**src/rtl/eth_mac_conf_ctrl_pkg.sv**
```systemverilog
// Shared types for the MAC configuration controller: FSM states, vector bit map
// and the 80-bit configuration vector assembly used for both TX and RX vectors.
package eth_mac_conf_pkg;

  typedef enum logic [2:0] {
    ST_IDLE,
    ST_DRAIN,
    ST_DISABLE,
    ST_SETTLE,
    ST_ENABLE
  } conf_state_t;

  localparam int MAC_MSB      = 79;
  localparam int MAC_LSB      = 32;
  localparam int FRM_MSB      = 30;
  localparam int FRM_LSB      = 16;
  localparam int JUMBO_BIT    = 4;
  localparam int VLAN_BIT     = 2;
  localparam int EN_BIT       = 1;
  localparam int RX_CONST_LSB = 8;
  localparam logic [1:0] RX_CONST = 2'b11;

  function automatic logic [79:0] conf_vec(
    input logic [47:0] mac,
    input logic [14:0] max_frame,
    input logic        jumbo,
    input logic        vlan,
    input logic        en,
    input logic        rx
  );
    logic [79:0] v;
    v                   = '0;
    v[MAC_MSB:MAC_LSB]  = mac;
    v[FRM_MSB:FRM_LSB]  = max_frame;
    v[JUMBO_BIT]        = jumbo;
    v[VLAN_BIT]         = vlan;
    v[EN_BIT]           = en;
    if (rx) v[RX_CONST_LSB +: 2] = RX_CONST;
    return v;
  endfunction

endpackage

```
**src/rtl/eth_mac_conf_ctrl_if.sv**
```systemverilog
// Configuration request channel: valid/ready handshake carrying MAC, jumbo and VLAN.
// The requester holds valid and payload stable until ready is seen.
interface eth_mac_conf_ctrl_if;
  logic        cfg_req_valid;
  logic        cfg_req_ready;
  logic [47:0] cfg_req_mac;
  logic        cfg_req_jumbo;
  logic        cfg_req_vlan;

  modport master (
    output cfg_req_valid, cfg_req_mac, cfg_req_jumbo, cfg_req_vlan,
    input  cfg_req_ready
  );

  modport slave (
    input  cfg_req_valid, cfg_req_mac, cfg_req_jumbo, cfg_req_vlan,
    output cfg_req_ready
  );
endinterface

```
**src/rtl/eth_mac_conf_ctrl_quiet_mon.sv**
```systemverilog
// Tracks TX frame boundaries and counts consecutive quiet cycles; quiet_done is
// combinational on the cycle the run reaches IDLE_CYCLES. No backpressure (monitor only).
module eth_tx_quiet_mon #(
  parameter int IDLE_CYCLES = 8
) (
  input  logic clk156,
  input  logic sys_rst,
  input  logic tvalid,
  input  logic tready,
  input  logic tlast,
  input  logic clr,
  output logic quiet_done
);

  localparam int CW = (IDLE_CYCLES > 1) ? $clog2(IDLE_CYCLES) : 1;
  localparam logic [CW-1:0] LAST = CW'(IDLE_CYCLES - 1);

  logic          in_frame;
  logic [CW-1:0] cnt;
  logic          quiet;

  assign quiet      = !in_frame && !tvalid;
  assign quiet_done = !clr && quiet && (cnt == LAST);

  // Frame tracking runs regardless of clr so a frame already open at request time is seen.
  always_ff @(posedge clk156) begin
    if (sys_rst) begin
      in_frame <= 1'b0;
      cnt      <= '0;
    end else begin
      if (tvalid && tready) in_frame <= !tlast;
      if (clr || !quiet)    cnt <= '0;
      else if (cnt != LAST) cnt <= cnt + CW'(1);
    end
  end

endmodule

```
**src/rtl/eth_mac_conf_ctrl.sv**
```systemverilog
// Drains TX, disables the MAC, loads new MAC/jumbo/VLAN after a settle window, re-enables.
// Request ready only in IDLE; optional drain abort under ETH_CONF_DRAIN_TIMEOUT_EN.
module eth_mac_conf_ctrl
  import eth_mac_conf_pkg::*;
#(
  parameter logic [47:0] DEFAULT_MAC   = 48'h001122334455,
  parameter int          MAX_FRAME     = 1518,
  parameter int          IDLE_CYCLES   = 8,
  parameter int          SETTLE_CYCLES = 16,
  parameter int          DRAIN_TIMEOUT = 4096
) (
  input  logic                 clk156,
  input  logic                 sys_rst,
  eth_mac_conf_ctrl_if.slave   req,
  input  logic                 tx_axis_tvalid,
  input  logic                 tx_axis_tready,
  input  logic                 tx_axis_tlast,
  output logic                 tx_hold,
  output logic [79:0]          mac_tx_configuration_vector,
  output logic [79:0]          mac_rx_configuration_vector,
  output logic                 cfg_busy,
  output logic                 cfg_done,
  output logic [7:0]           cfg_count,
  output logic                 cfg_timeout
);

  localparam int SCW = (SETTLE_CYCLES > 1) ? $clog2(SETTLE_CYCLES) : 1;
  localparam logic [SCW-1:0] SETTLE_LAST = SCW'(SETTLE_CYCLES - 1);

  if (IDLE_CYCLES < 1 || SETTLE_CYCLES < 1 || DRAIN_TIMEOUT < 1 || MAX_FRAME > 32767) begin : g_bad_cfg
    $error("eth_mac_conf_ctrl: invalid parameter set");
  end

  conf_state_t    state;
  logic [47:0]    mac_q, sh_mac;
  logic           jumbo_q, vlan_q, en_q;
  logic           sh_jumbo, sh_vlan;
  logic [SCW-1:0] settle_cnt;
  logic           accept;
  logic           quiet_done;
  logic           drain_expired;

  assign req.cfg_req_ready = (state == ST_IDLE);
  assign accept            = (state == ST_IDLE) && req.cfg_req_valid;

  assign mac_tx_configuration_vector = conf_vec(mac_q, 15'(MAX_FRAME), jumbo_q, vlan_q, en_q, 1'b0);
  assign mac_rx_configuration_vector = conf_vec(mac_q, 15'(MAX_FRAME), jumbo_q, vlan_q, en_q, 1'b1);

  eth_tx_quiet_mon #(.IDLE_CYCLES(IDLE_CYCLES)) u_quiet (
    .clk156     (clk156),
    .sys_rst    (sys_rst),
    .tvalid     (tx_axis_tvalid),
    .tready     (tx_axis_tready),
    .tlast      (tx_axis_tlast),
    .clr        (state != ST_DRAIN),
    .quiet_done (quiet_done)
  );

`ifdef ETH_CONF_DRAIN_TIMEOUT_EN
  localparam int DCW = $clog2(DRAIN_TIMEOUT + 1);
  logic [DCW-1:0] drain_cnt;

  assign drain_expired = (state == ST_DRAIN) && (drain_cnt == DCW'(DRAIN_TIMEOUT - 1));

  always_ff @(posedge clk156) begin
    if (sys_rst || state != ST_DRAIN) drain_cnt <= '0;
    else                              drain_cnt <= drain_cnt + DCW'(1);

    if (sys_rst)                            cfg_timeout <= 1'b0;
    else if (accept)                        cfg_timeout <= 1'b0;
    else if (drain_expired && !quiet_done)  cfg_timeout <= 1'b1;
  end
`else
  assign drain_expired = 1'b0;
  assign cfg_timeout   = 1'b0;
`endif

  always_ff @(posedge clk156) begin
    if (sys_rst) begin
      state      <= ST_IDLE;
      mac_q      <= DEFAULT_MAC;
      jumbo_q    <= 1'b1;
      vlan_q     <= 1'b1;
      en_q       <= 1'b1;
      sh_mac     <= '0;
      sh_jumbo   <= 1'b0;
      sh_vlan    <= 1'b0;
      settle_cnt <= '0;
      tx_hold    <= 1'b0;
      cfg_busy   <= 1'b0;
      cfg_done   <= 1'b0;
      cfg_count  <= '0;
    end else begin
      cfg_done <= 1'b0;
      case (state)
        ST_IDLE: begin
          if (accept) begin
            sh_mac   <= req.cfg_req_mac;
            sh_jumbo <= req.cfg_req_jumbo;
            sh_vlan  <= req.cfg_req_vlan;
            tx_hold  <= 1'b1;
            cfg_busy <= 1'b1;
            state    <= ST_DRAIN;
          end
        end
        ST_DRAIN: begin
          if (quiet_done || drain_expired) state <= ST_DISABLE;
        end
        ST_DISABLE: begin
          en_q       <= 1'b0;
          settle_cnt <= '0;
          state      <= ST_SETTLE;
        end
        ST_SETTLE: begin
          // Fields only change while the MAC is disabled.
          if (settle_cnt == SETTLE_LAST) begin
            mac_q   <= sh_mac;
            jumbo_q <= sh_jumbo;
            vlan_q  <= sh_vlan;
            state   <= ST_ENABLE;
          end else begin
            settle_cnt <= settle_cnt + SCW'(1);
          end
        end
        ST_ENABLE: begin
          en_q     <= 1'b1;
          cfg_done <= 1'b1;
          tx_hold  <= 1'b0;
          cfg_busy <= 1'b0;
          if (cfg_count != 8'hFF) cfg_count <= cfg_count + 8'd1;
          state    <= ST_IDLE;
        end
        default: state <= ST_IDLE;
      endcase
    end
  end

endmodule

```
**src/flat_wrapper.sv**
```systemverilog
// flat-port wrapper written by rule: the top's interface ports become plain ports
module eth_mac_conf_ctrl_flat import eth_mac_conf_pkg::*;
#(
  parameter logic [47:0] DEFAULT_MAC   = 48'h001122334455,
  parameter int          MAX_FRAME     = 1518,
  parameter int          IDLE_CYCLES   = 8,
  parameter int          SETTLE_CYCLES = 16,
  parameter int          DRAIN_TIMEOUT = 4096
)
  (clk156, sys_rst, tx_axis_tvalid, tx_axis_tready, tx_axis_tlast, tx_hold, mac_tx_configuration_vector, mac_rx_configuration_vector, cfg_busy, cfg_done, cfg_count, cfg_timeout, req_cfg_req_valid, req_cfg_req_mac, req_cfg_req_jumbo, req_cfg_req_vlan, req_cfg_req_ready);
  eth_mac_conf_ctrl_if req_i ();
  input  logic clk156;
  input  logic sys_rst;
  input  logic tx_axis_tvalid;
  input  logic tx_axis_tready;
  input  logic tx_axis_tlast;
  output logic tx_hold;
  output logic [79:0] mac_tx_configuration_vector;
  output logic [79:0] mac_rx_configuration_vector;
  output logic cfg_busy;
  output logic cfg_done;
  output logic [7:0] cfg_count;
  output logic cfg_timeout;
  input wire logic [$bits(req_i.cfg_req_valid)-1:0] req_cfg_req_valid;
  input wire logic [$bits(req_i.cfg_req_mac)-1:0] req_cfg_req_mac;
  input wire logic [$bits(req_i.cfg_req_jumbo)-1:0] req_cfg_req_jumbo;
  input wire logic [$bits(req_i.cfg_req_vlan)-1:0] req_cfg_req_vlan;
  output wire logic [$bits(req_i.cfg_req_ready)-1:0] req_cfg_req_ready;
  assign req_i.cfg_req_valid = req_cfg_req_valid;
  assign req_i.cfg_req_mac = req_cfg_req_mac;
  assign req_i.cfg_req_jumbo = req_cfg_req_jumbo;
  assign req_i.cfg_req_vlan = req_cfg_req_vlan;
  assign req_cfg_req_ready = req_i.cfg_req_ready;
  eth_mac_conf_ctrl #(.DEFAULT_MAC(DEFAULT_MAC), .MAX_FRAME(MAX_FRAME), .IDLE_CYCLES(IDLE_CYCLES), .SETTLE_CYCLES(SETTLE_CYCLES), .DRAIN_TIMEOUT(DRAIN_TIMEOUT)) u_core (.clk156(clk156), .sys_rst(sys_rst), .req(req_i), .tx_axis_tvalid(tx_axis_tvalid), .tx_axis_tready(tx_axis_tready), .tx_axis_tlast(tx_axis_tlast), .tx_hold(tx_hold), .mac_tx_configuration_vector(mac_tx_configuration_vector), .mac_rx_configuration_vector(mac_rx_configuration_vector), .cfg_busy(cfg_busy), .cfg_done(cfg_done), .cfg_count(cfg_count), .cfg_timeout(cfg_timeout));
endmodule
```
**config.mk**
```make
export PLATFORM = sky130hd
export DESIGN_NAME = eth_mac_conf_ctrl_flat
export DESIGN_NICKNAME = d
export VERILOG_FILES = /design/src/rtl/eth_mac_conf_ctrl_pkg.sv /design/src/rtl/eth_mac_conf_ctrl_if.sv /design/src/rtl/eth_mac_conf_ctrl_quiet_mon.sv /design/src/rtl/eth_mac_conf_ctrl.sv /design/src/flat_wrapper.sv
export SDC_FILE = /design/constraint.sdc
export NUM_CORES = 1
export LEC_CHECK = 0
export ABC_AREA = 1
export CORE_MARGIN = 8
export CORE_UTILIZATION = 40
export DETAILED_ROUTE_END_ITERATION = 10
export PLACE_DENSITY = 0.75
export SYNTH_ARGS = -nofsm -noshare
export SYNTH_HDL_FRONTEND = slang
export SYNTH_SLANG_ARGS = --single-unit
```
**constraint.sdc**
```tcl
create_clock -name clk156 -period 3.5 [get_ports clk156]
set_input_delay 0.35 -clock clk156 [delete_from_list [all_inputs] [get_ports clk156]]
set_output_delay 0.35 -clock clk156 [all_outputs]
set_load 0.02 [all_outputs]
```
==> results of run 1 <==
[routing by layer]
layer  routed length [um]  global-route usage  up-vias  part of all wire
li1                     -                   -     2219                 -
met1                 5350               0.158     1972              0.42
met2                 6230               0.243      165              0.48
met3                 1170              0.0697       13             0.091
met4                  139              0.0498        0             0.011
met5                    0                   0        -                 0
[worst max-delay path, delay by kind of cell (launching register included)]
family | cells | cell delay, ns
DFF | 1 | 0.36
and+or+nand+nor | 2 | 0.22
buffers and inverters | 3 | 0.92
[kinds of logic after synthesis]
family                   count (synthesis)  share of synthesized area
AO/OA/AOI/OAI                          174                      0.169
XOR/XNOR                                 4                    0.00652
adder cells (fa/ha/maj)                  4                    0.00932
buffers and inverters                  207                      0.234
flip-flops                             122                      0.455
other                                    2                    0.00140
AND/OR/NAND/NOR                        160                      0.124
[registers in the layout, summed over array words and instances (netlist names)]
signal / count
u_core.jumbo_q: 1
u_core.sh_mac: 48
u_core.cfg_busy: 1
u_core.cfg_count: 8
u_core.mac_q: 48
u_core.u_quiet.cnt: 3
u_core.state: 3
u_core.vlan_q: 1
u_core.en_q: 1
u_core.sh_vlan: 1
u_core.u_quiet.in_frame: 1
u_core.sh_jumbo: 1
u_core.cfg_done: 1
u_core.settle_cnt: 4
[synthesized netlist by cell type]
| cell | instances | share of area |
|---|---|---|
| o21ai_0 | 74 | 0.069 |
| a21oi_1 | 85 | 0.079 |
| buf_6 | 4 | 0.0084 |
| ha_1 | 4 | 0.0093 |
| nor2_2 | 2 | 0.0023 |
| nor2_1 | 44 | 0.031 |
| nand3_1 | 28 | 0.026 |
| inv_2 | 3 | 0.0021 |
| nand3b_1 | 1 | 0.0014 |
| clkbuf_2 | 1 | 0.00093 |
| nand4_1 | 5 | 0.0058 |
| inv_1 | 56 | 0.039 |
| nand2_1 | 77 | 0.054 |
| buf_2 | 12 | 0.011 |
| a311oi_1 | 1 | 0.0016 |
| dfxtp_1 | 122 | 0.45 |
| conb_1 | 2 | 0.0014 |
| nor3_1 | 1 | 0.00093 |
| nand2_2 | 1 | 0.0012 |
| buf_4 | 116 | 0.16 |
| xnor2_1 | 1 | 0.0016 |
| o211ai_1 | 14 | 0.020 |
| xor2_1 | 3 | 0.0049 |
| clkbuf_1 | 15 | 0.010 |
| nor2_4 | 1 | 0.0021 |
[layout make-up]
| class | count | area (sq um) |
|---|---|---|
| Fill cell | 1215 | 6060 |
| Sequential cell | 122 | 2440 |
| Multi-Input combinational cell | 401 | 1890 |
| Timing Repair Buffer | 175 | 1760 |
| Clock buffer | 24 | 512 |
| Inverter | 59 | 221 |
| Tap cell | 176 | 220 |
| Clock inverter | 7 | 87.6 |
[final timing paths]
| path | startpoint | end | slack [ns] |
|---|---|---|---|
| min reg2reg | u_core.sh_mac[16] | u_core.sh_mac[16] | 0.45 |
| min | u_core.sh_mac[16] | u_core.sh_mac[16] | 0.45 |
| max | u_core.state[0] | req_cfg_req_ready | 1.26 |
| max reg2reg | u_core.state[0] | u_core.sh_mac[11] | 1.39 |
[cells in the final DEF, fill, tap and decap left out]
cell / count
nor2_2: 1
ha_1: 4
conb_1: 59
o211ai_1: 14
o21ai_0: 74
a311oi_1: 1
a21oi_1: 85
clkbuf_16: 17
dfxtp_1: 122
nor2_1: 44
nand4_1: 5
buf_12: 2
clkbuf_1: 1
xor2_1: 3
buf_4: 4
xnor2_1: 1
inv_2: 3
bufinv_16: 2
nand3_1: 28
clkdlybuf4s50_1: 169
clkinv_2: 4
nand2_1: 77
inv_1: 56
nand3b_1: 1
nor2_4: 2
clkbuf_8: 6
nor3_1: 1
clkinvlp_4: 1
nand2_2: 1
[through the flow]
stage	utilization	setup slack, ns	cells
2_1_floorplan	-	2.00	730
3_3_place_gp	0.495	1.28	933
3_5_place_dp	0.495	1.28	933
4_1_cts	0.541	1.23	964
5_1_grt	0.541	1.14	964
6_report	0.541	1.26	964
[power groups by stage]
stage	Sequential, mW	Combinational [mW]	Clock, mW
global placement	1.53	0.378	0
detailed placement	1.53	0.382	0
floorplan	1.52	0.323	0
global route	1.51	0.432	1.84
CTS	1.50	0.386	1.77
finish	1.50	0.386	1.74
==> out/metrics.yaml, run 1 <==
ratio_of_final_minimum_period_to_clock_period: 0.639
coreArea_sq_um: 13200
crit_type: "reg2out"
drt_iter0_markers: 227
power.internal_mw: 2.77
chipWidth_um: 132
power_density_nw_per_um2: 508
crit_chain: "nor2_2 > inv_2 > nor2_4 > buf_4 > clkdlybuf4s50_1"
setup-tns-final_ns: 0
sequential_power_share: 0.414
ctsHtreeMaxLevel: 4
netlist_area_sq_um: 5370
hold-worst-slack_ns: 0.449
postCtsSetupBuffers: 0
global_route_wire_length_before_repair_um: 21300
normalized_max_slew_margin: 0.513
clock_insertion_delay_worst_skew_ns: 0.40
track_usage: 0.146
stdcell_area_sq_um: 7130
critical-path-max-stage-delay_ns: 0.64
grt_antenna_before_repair: 0
reg_clk_slew_reported_paths_ns: 0.05
critPathRequiredTime_ns: 3.15
num_rows: 42
critPathArrivalTime_ns: 1.89
cts_buffer_depth: 2
hold_violations: 0
die_footprint_sq_um: 17400
drc: 0
layout-area-overhead-vs-synth_pct: 32.8
holdCritPathClass: "reg2reg"
route.vias.total: 4369
synth_cells: 673
report.power.total_mw: 3.62
firstDrtPassIters: 4
start_kind: "flip-flop"
grt_setup_unrepaired: "no"
cap_violations: 0
die_y_um: 132
endpoint_kind: "output port"
post_route_cells_drive_above_1_share: 0.0546
holdPathStages: 2
hold_buffers: 0
worst_r2r_path_depth: 8
start_util: 0.407
route.detailed.vias_per_inst: 4.53
cts_repair_resize_count: 0
share_clk_of_total_power: 0.479
worst_slew_pin_slew_ns: 0.729
drt_total_wl_um: 12900
yosysWarnings: 0
synth.ff_latch_count: 122
routabilityCongestion: 0.770
port_buffers: 169
syn-mean-instance-area_sq_um: 7.98
layout_min_cycle_time_ns: 2.24
fraction_of_power_spent_switching_nets: 0.236
antenna_cells_inserted: 0
vias_in_the_first_global_route: 4394
total_overflow_reported_by_the_global_router: 0
avgRoutedWirePerCell_um: 13.4
worst_clock_skew_ns: 0.0107
dpl.hpwl_um: 8910
combinationalPowerShare: 0.107
io_pins: 229
switching_power_mw: 0.856
cts_buffers: 17
ir_drop_v: 0.000283
critical-path-slowest-cell: "clkdlybuf4s50_1"
final_antenna_net_count: 0
p_leak_nw: 2.98
synth_cell_types: 25
finish.net_count: 836
top_fanout_value_on_the_critical_path: 16
final-setup-viol-count: 0
clk_root_buffer_cell: "clkbuf_16"
clock_sinks: 122
yosysSeqAreaShare: 0.455
dpl-instance-area_sq_um: 6540
slew_violations: 0
tritoncts_clock_tree: "built"
run_status: "finished clean"
grt_max_degree: 59
fmax_mhz: 447
Power figures use the tool's default switching activity.
==> run 2: changes to the inputs <==
==> constraint.sdc (replaced) <==
create_clock -name clk156 -period 2.3 [get_ports clk156]
set_input_delay 0.23 -clock clk156 [delete_from_list [all_inputs] [get_ports clk156]]
set_output_delay 0.23 -clock clk156 [all_outputs]
set_load 0.02 [all_outputs]
==> run 2 against run 1 <==
Non-clock buffer count up 8. Sequential power up 52%. Largest power group unchanged. Critical path type unchanged. Core utilization up 0.64 points. Worst setup slack worse by 1.1 ns. Die area unchanged. Hold slack worse by 0.051 ns. Cell count up 0.93%.
==> out/metrics.yaml, run 2 (synthesized netlist as in run 1, its figures left out) <==
coreArea_sq_um: 13200  # unchanged
hold_buffers: 0  # unchanged
layout_min_cycle_time_ns: 2.14
worst-path-buf-inv: 3  # unchanged
layout_common_cells: "169 x clkdlybuf4s50_1, 122 x dfxtp_1, 85 x a21oi_1"  # unchanged
num_rows: 42  # unchanged
drc: 0  # unchanged
reg_clk_slew_reported_paths_ns: 0.05  # about the same
route.detailed.vias_per_inst: 4.45  # was 4.53
io_pins: 229  # unchanged
grt_setup_unrepaired: "no"  # unchanged
total_overflow_reported_by_the_global_router: 0  # unchanged
slew_violations: 0  # unchanged
drt_iter0_markers: 189  # was 227
global_route_wire_length_before_repair_um: 21300  # about the same
normalized_max_slew_margin: 0.510  # was 0.513
critical-path-slowest-cell: "clkdlybuf4s50_1"  # unchanged
clk_root_buffer_cell: "clkbuf_16"  # unchanged
ir_drop_v: 0.000618  # was 0.000283 V
report.power.total_mw: 5.61  # was 3.62 mW
setup-tns-final_ns: 0  # unchanged
fillers: 1232  # was 1,215
postCtsSetupBuffers: 0  # unchanged
cts_repair_resize_count: 0  # unchanged
post_route_cells_drive_above_1_share: 0.0640  # was 0.0546
tritoncts_clock_tree: "built"  # unchanged
mostFrequentLayoutCell: "clkdlybuf4s50_1"  # unchanged
die_footprint_sq_um: 17400  # unchanged
drt_total_wl_um: 13100  # was 12,900 um
fmax_mhz: 468
final_antenna_net_count: 0  # unchanged
clock_sinks: 122  # unchanged
critical-path-max-stage-delay_ns: 0.63  # was 0.64 ns
worst_slew_pin_slew_ns: 0.734  # was 0.729 ns
start_kind: "flip-flop"  # unchanged
start_util: 0.407  # unchanged
holdCritPathClass: "in2reg"  # was reg2reg
critPathRequiredTime_ns: 2.07  # was 3.15 ns
critical_path.top_delay_family: "buffers and inverters"  # unchanged
cts_buffers: 17  # unchanged
routabilityCongestion: 0.751  # was 0.770
worst_clock_skew_ns: 0.00895  # was 0.0107 ns
avgRoutedWirePerCell_um: 13.4  # about the same
ratio_of_final_minimum_period_to_clock_period: 0.928
crit_type: "reg2out"  # unchanged
power_density_nw_per_um2: 777  # was 508 nW/um^2
final-setup-viol-count: 0  # unchanged
top_fanout_value_on_the_critical_path: 15  # was 16
cap_violations: 0  # unchanged
layout-area-overhead-vs-synth_pct: 34.4  # was 32.8%
p_leak_nw: 3.03  # was 2.98 nW
finish.net_count: 844  # was 836
route.vias.total: 4329  # was 4,369
critPathArrivalTime_ns: 1.91  # was 1.89 ns
dpl-instance-area_sq_um: 6610  # was 6540 sq um
firstDrtPassIters: 4  # unchanged
antenna_cells_inserted: 0  # unchanged
layout_top_registers: "u_core.mac_q: 48 flops, u_core.sh_mac: 48 flops, u_core.cfg_count: 8 flops"  # unchanged
hold_violations: 0  # unchanged
dpl.hpwl_um: 9200  # was 8910 um
endpoint_kind: "output port"  # unchanged
vias_in_the_first_global_route: 4293  # was 4,394
stdcell_area_sq_um: 7220  # was 7130 sq um
crit_chain: "nor2_2 > inv_2 > nor2_4 > buf_4 > clkdlybuf4s50_1"  # unchanged
run_status: "finished clean"  # unchanged
ctsHtreeMaxLevel: 4  # unchanged
grt_antenna_before_repair: 0  # unchanged
hold-worst-slack_ns: 0.399  # was 0.449 ns
track_usage: 0.147  # was 0.146
grt_max_degree: 50  # was 59
die_y_um: 132  # unchanged
clock_insertion_delay_worst_skew_ns: 0.40  # about the same
port_buffers: 169  # unchanged
chipWidth_um: 132  # unchanged
cts_buffer_depth: 2  # unchanged
==> run 2: cell type report <==
cell class / instances / area [sq um] / share of cell area
inverter: 59 / 221 / 0.0307
multi-input combinational: 401 / 1890 / 0.262
tap: 176 / 220 / 0.0305
timing repair buffer: 183 / 1830 / 0.254
sequential: 122 / 2440 / 0.338
clock inverter: 6 / 82.6 / 0.0114
clock buffer: 26 / 529 / 0.0733
==> run 2: worst register-to-register path, cell delays in order, from the launching register on <==
cell	delay, ns
dfxtp_1	0.42
ha_1	0.24
inv_1	0.08
nor2_1	0.19
nand2_1	0.12
nand2_1	0.19
inv_1	0.14
nor2_1	0.15
nor2_1	0.06
==> run 2: power breakdown <==
part           total, mW  switching, mW  internal (mW)
clock network       2.70          0.909           1.79
logic              0.628          0.376          0.252
registers           2.28         0.0461           2.24
==> run 2: path summary, 6_finish.rpt <==
path	start	cells past startpoint	to	slack, ns
setup / recovery	u_core.state[0]	5	req_cfg_req_ready	0.16
hold / removal	tx_axis_tlast	2	u_core.u_quiet.in_frame	0.40
setup reg to reg	u_core.cfg_count[0]	8	u_core.cfg_count[0]	0.60
hold reg to reg	u_core.sh_mac[0]	2	u_core.sh_mac[0]	0.45
==> run 2: layer usage <==
layer | share of wire | vias up | GRT usage
met3 | 0.092 | 10 | 0.0777
met1 | 0.43 | 1923 | 0.164
met2 | 0.47 | 166 | 0.236
met4 | 0.0084 | 0 | 0.0472
met5 | 0 | - | 0
li1 | - | 2230 | -
==> run 2: per-stage QoR <==
step,utilization,std cells,setup WS (ns)
3_3_place_gp,0.501,941,0.595
6_report,0.547,973,0.165
2_1_floorplan,-,730,0.805
5_1_grt,0.547,973,0.0407
3_5_place_dp,0.501,941,0.572
4_1_cts,0.547,973,0.141
==> run 3: changes to the inputs <==
--- a/config.mk
+++ b/config.mk
@@ -5,11 +5,12 @@
 export SDC_FILE = /design/constraint.sdc
 export NUM_CORES = 1
 export LEC_CHECK = 0
-export ABC_AREA = 1
+export ABC_AREA = 0
 export CORE_MARGIN = 8
 export CORE_UTILIZATION = 40
 export DETAILED_ROUTE_END_ITERATION = 10
-export PLACE_DENSITY = 0.75
+export PLACE_DENSITY = 0.74
+export SKIP_LAST_GASP = 1
 export SYNTH_ARGS = -nofsm -noshare
 export SYNTH_HDL_FRONTEND = slang
 export SYNTH_SLANG_ARGS = --single-unit
==> run 3 against run 2 <==
Synthesized cell count up 0.59%. First-iteration DRC count up 65%. Clock skew down 0.0014 ns. Power down 8.0%. Sequential cell count unchanged. Register-to-register slack worse by 0.13 ns. Sequential share of layout area down 0.45 points. Critical endpoint unchanged. Largest power group unchanged.
==> out/metrics.yaml, run 3 <==
cts_buffers: 17  # unchanged
die_footprint_sq_um: 18000  # was 17,400 sq um
drc: 0  # unchanged
hold_violations: 0  # unchanged
total_overflow_reported_by_the_global_router: 0  # unchanged
clock_insertion_delay_worst_skew_ns: 0.41  # was 0.40 ns
ctsHtreeMaxLevel: 4  # unchanged
start_util: 0.406  # was 0.407
dpl.cell_count: 930  # was 941
antenna_cells_inserted: 0  # unchanged
vias_in_the_first_global_route: 4431  # was 4,293
firstDrtPassIters: 4  # unchanged
grt_max_degree: 64  # was 50
fmax_mhz: 453  # was 468 MHz
fraction_of_power_spent_switching_nets: 0.223  # was 0.237
top_fanout_value_on_the_critical_path: 14  # was 15
synth_area_leader_cell: "dfxtp_1"  # unchanged
reg_clk_slew_reported_paths_ns: 0.05  # about the same
combinationalPowerShare: 0.071  # was 0.112
holdCritPathClass: "in2reg"  # unchanged
tritoncts_clock_tree: "built"  # unchanged
power_density_nw_per_um2: 706  # was 777 nW/um^2
yosysWarnings: 0  # unchanged
synth.top_cell.area_share: 0.437  # was 0.455
grt_antenna_before_repair: 0  # unchanged
routabilityCongestion: 0.781  # was 0.751
post_route_cells_drive_above_1_share: 0.0666  # was 0.0640
port_buffers: 169  # unchanged
synth_cell_types: 50  # was 25
io_pins: 229  # unchanged
cts_buffer_depth: 2  # unchanged
hold_path_startpoint: "sys_rst"  # was tx_axis_tlast
report.power.total_mw: 5.16  # was 5.61 mW
crit_start: "u_core.state[2]"  # was u_core.state[0]
clk_root_buffer_cell: "clkbuf_16"  # unchanged
layout_min_cycle_time_ns: 2.21  # was 2.14 ns
final-setup-viol-count: 0  # unchanged
drt_total_wl_um: 14500  # was 13,100 um
register_area_sq_um: 2440  # unchanged
power.internal_mw: 4.01  # was 4.28 mW
setup-tns-final_ns: 0  # unchanged
num_rows: 43  # was 42
ratio_of_final_minimum_period_to_clock_period: 0.960  # was 0.928
hold_buffers: 0  # unchanged
synth.ff_latch_count: 122  # unchanged
synthTopCellsByArea: "dfxtp_1 44%, buf_4 16%, a21oi_1 8.1%"  # was dfxtp_1 45%, buf_4 16%, a21oi_1 7.9%
synth.cells.most_frequent: "122 x dfxtp_1, 117 x buf_4, 106 x nand2_1"  # was 122 x dfxtp_1, 116 x buf_4, 85 x a21oi_1
final_antenna_net_count: 0  # unchanged
ir_drop_v: 0.000496  # was 0.000618 V
finish.net_count: 829  # was 844
sequential_power_share: 0.427  # was 0.407
worst_clock_skew_ns: 0.00760  # was 0.00895 ns
yosysSeqAreaShare: 0.437  # was 0.455
yosysMostFrequentCell: "dfxtp_1"  # unchanged
route.vias.total: 4548  # was 4,329
mostFrequentLayoutCell: "clkdlybuf4s50_1"  # unchanged
finalNonFillerCells: 961  # was 973
normalized_max_slew_margin: 0.531  # was 0.510
endpoint_kind: "output port"  # unchanged
holdPathStages: 2  # unchanged
timing.rr.start: "u_core.state[1]"  # was u_core.cfg_count[0]
hold-worst-slack_ns: 0.0486  # was 0.399 ns
run_status: "finished clean"  # unchanged
die_y_um: 134  # was 132 um
regToRegSetupSlack_ns: 0.47  # was 0.60 ns
dpl.hpwl_um: 9880  # was 9200 um
slew_violations: 0  # unchanged
critPathRequiredTime_ns: 2.07  # about the same
global_route_wire_length_before_repair_um: 22800  # was 21,300 um
grt_setup_unrepaired: "no"  # unchanged
crit_type: "reg2out"  # unchanged
worst_slew_pin_slew_ns: 0.703  # was 0.734 ns
avgRoutedWirePerCell_um: 15.1  # was 13.4 um
clock_sinks: 122  # unchanged
fillers: 1350  # was 1,232
async_reset_ff_frac: 0  # unchanged
crit-reg2reg-capture: "u_core.mac_q[11]"  # was u_core.cfg_count[0]
postCtsSetupBuffers: 0  # unchanged
count_of_flip_flops_with_a_built_in_enable_after_synthesis: 0  # unchanged
layout_common_cells: "168 x clkdlybuf4s50_1, 122 x dfxtp_1, 106 x nand2_1"  # was 169 x clkdlybuf4s50_1, 122 x dfxtp_1, 85 x a21oi_1
route.detailed.vias_per_inst: 4.73  # was 4.45
cap_violations: 0  # unchanged
track_usage: 0.157  # was 0.147
chipWidth_um: 134  # was 132 um
multi_input_comb_area_sq_um: 2240  # was 1890 sq um
synth_cells: 677  # was 673
netlist_area_sq_um: 5590  # was 5370 sq um
syn-mean-instance-area_sq_um: 8.26  # was 7.98 sq um
switching_power_mw: 1.15  # was 1.33 mW
worst_r2r_path_depth: 4  # was 8
start_kind: "flip-flop"  # unchanged
layout_top_registers: "u_core.mac_q: 48 flops, u_core.sh_mac: 48 flops, u_core.cfg_count: 8 flops"  # unchanged
ys_dominant_reg_cell: "dfxtp_1"  # unchanged
critPathArrivalTime_ns: 1.98  # was 1.91 ns
p_leak_nw: 2.68  # was 3.03 nW
cts_repair_resize_count: 0  # unchanged
layout-area-overhead-vs-synth_pct: 30.9  # was 34.4%
share_clk_of_total_power: 0.502  # was 0.482
coreArea_sq_um: 13800  # was 13,200 sq um
timing.hold.worst_endpoint: "u_core.cfg_busy"  # was u_core.u_quiet.in_frame
drt_iter0_markers: 311  # was 189
run 3: cell count changes after synthesis, moves of 14 or more:
| cell | change |
|---|---|
| clkbuf_1 | +14 |
| nand2_1 | +29 |
| o21ai_1 | +28 |
| nor2_1 | -31 |
| inv_1 | -54 |
| o21ai_0 | -54 |
| nand3_1 | +35 |
run 3: cell type report:
type,instances,area share
Timing Repair Buffer,181,0.248
Tap cell,180,0.0308
Clock buffer,24,0.0672
Clock inverter,7,0.0123
Inverter,3,0.00154
Sequential cell,122,0.334
Multi-Input combinational cell,444,0.306
run 3: power by group through the flow:
stage	sequential, mW	clock, mW	combinational (mW)
2_1_floorplan	2.24	0	0.314
3_3_place_gp	2.25	0	0.359
3_5_place_dp	2.25	0	0.362
4_1_cts	2.20	2.64	0.364
5_1_grt	2.21	2.75	0.397
6_report	2.20	2.59	0.365
run 3: worst max path at each step:
stage | to | depth (start not counted) | slack (ns)
6_report | req_cfg_req_ready | 3 | 0.09
5_1_grt | req_cfg_req_ready | 3 | 0.00003
4_1_cts | req_cfg_req_ready | 3 | 0.06
3_5_place_dp | u_core.sh_mac[21] | 5 | 0.30
3_3_place_gp | u_core.sh_mac[47] | 5 | 0.33
2_1_floorplan | u_core.cfg_count[0] | 5 | 0.63
run 3: per-stage QoR:
stage	util	cell area, sq um	setup WS, ns
2_1_floorplan	-	5800	0.633
3_3_place_gp	0.489	6730	0.331
3_5_place_dp	0.489	6730	0.298
4_1_cts	0.531	7320	0.0606
5_1_grt	0.531	7320	0.0000262
6_report	0.531	7320	0.0927
run 3: critical path, cell delays in order, from the launching register on:
cell and delay (ns):
dfxtp_1 0.44, or2_2 0.39, nor2_1 0.11, clkdlybuf4s50_1 0.63
run 3: logic make-up (layout without fill, tap and decap cells):
kind of cell | count (synthesis) | in the layout | synth area share
AOI/OAI and AO/OA | 163 | 163 | 0.161
and+or+nand+nor | 212 | 212 | 0.179
adders and majority gates | 4 | 4 | 0.00895
muxes | 5 | 5 | 0.00940
buffers and inverters | 168 | 215 | 0.202
xor gates and xnor gates | 1 | 1 | 0.00157
other | 2 | 59 | 0.00134
DFF | 122 | 122 | 0.437
run 3: routing by layer:
layer / global-route usage / vias to the layer above / part of all wire
li1: - / 2314 / -
met1: 0.187 / 2078 / 0.43
met2: 0.261 / 149 / 0.49
met3: 0.0524 / 7 / 0.068
met4: 0.0543 / 0 / 0.0078
met5: 0 / - / 0
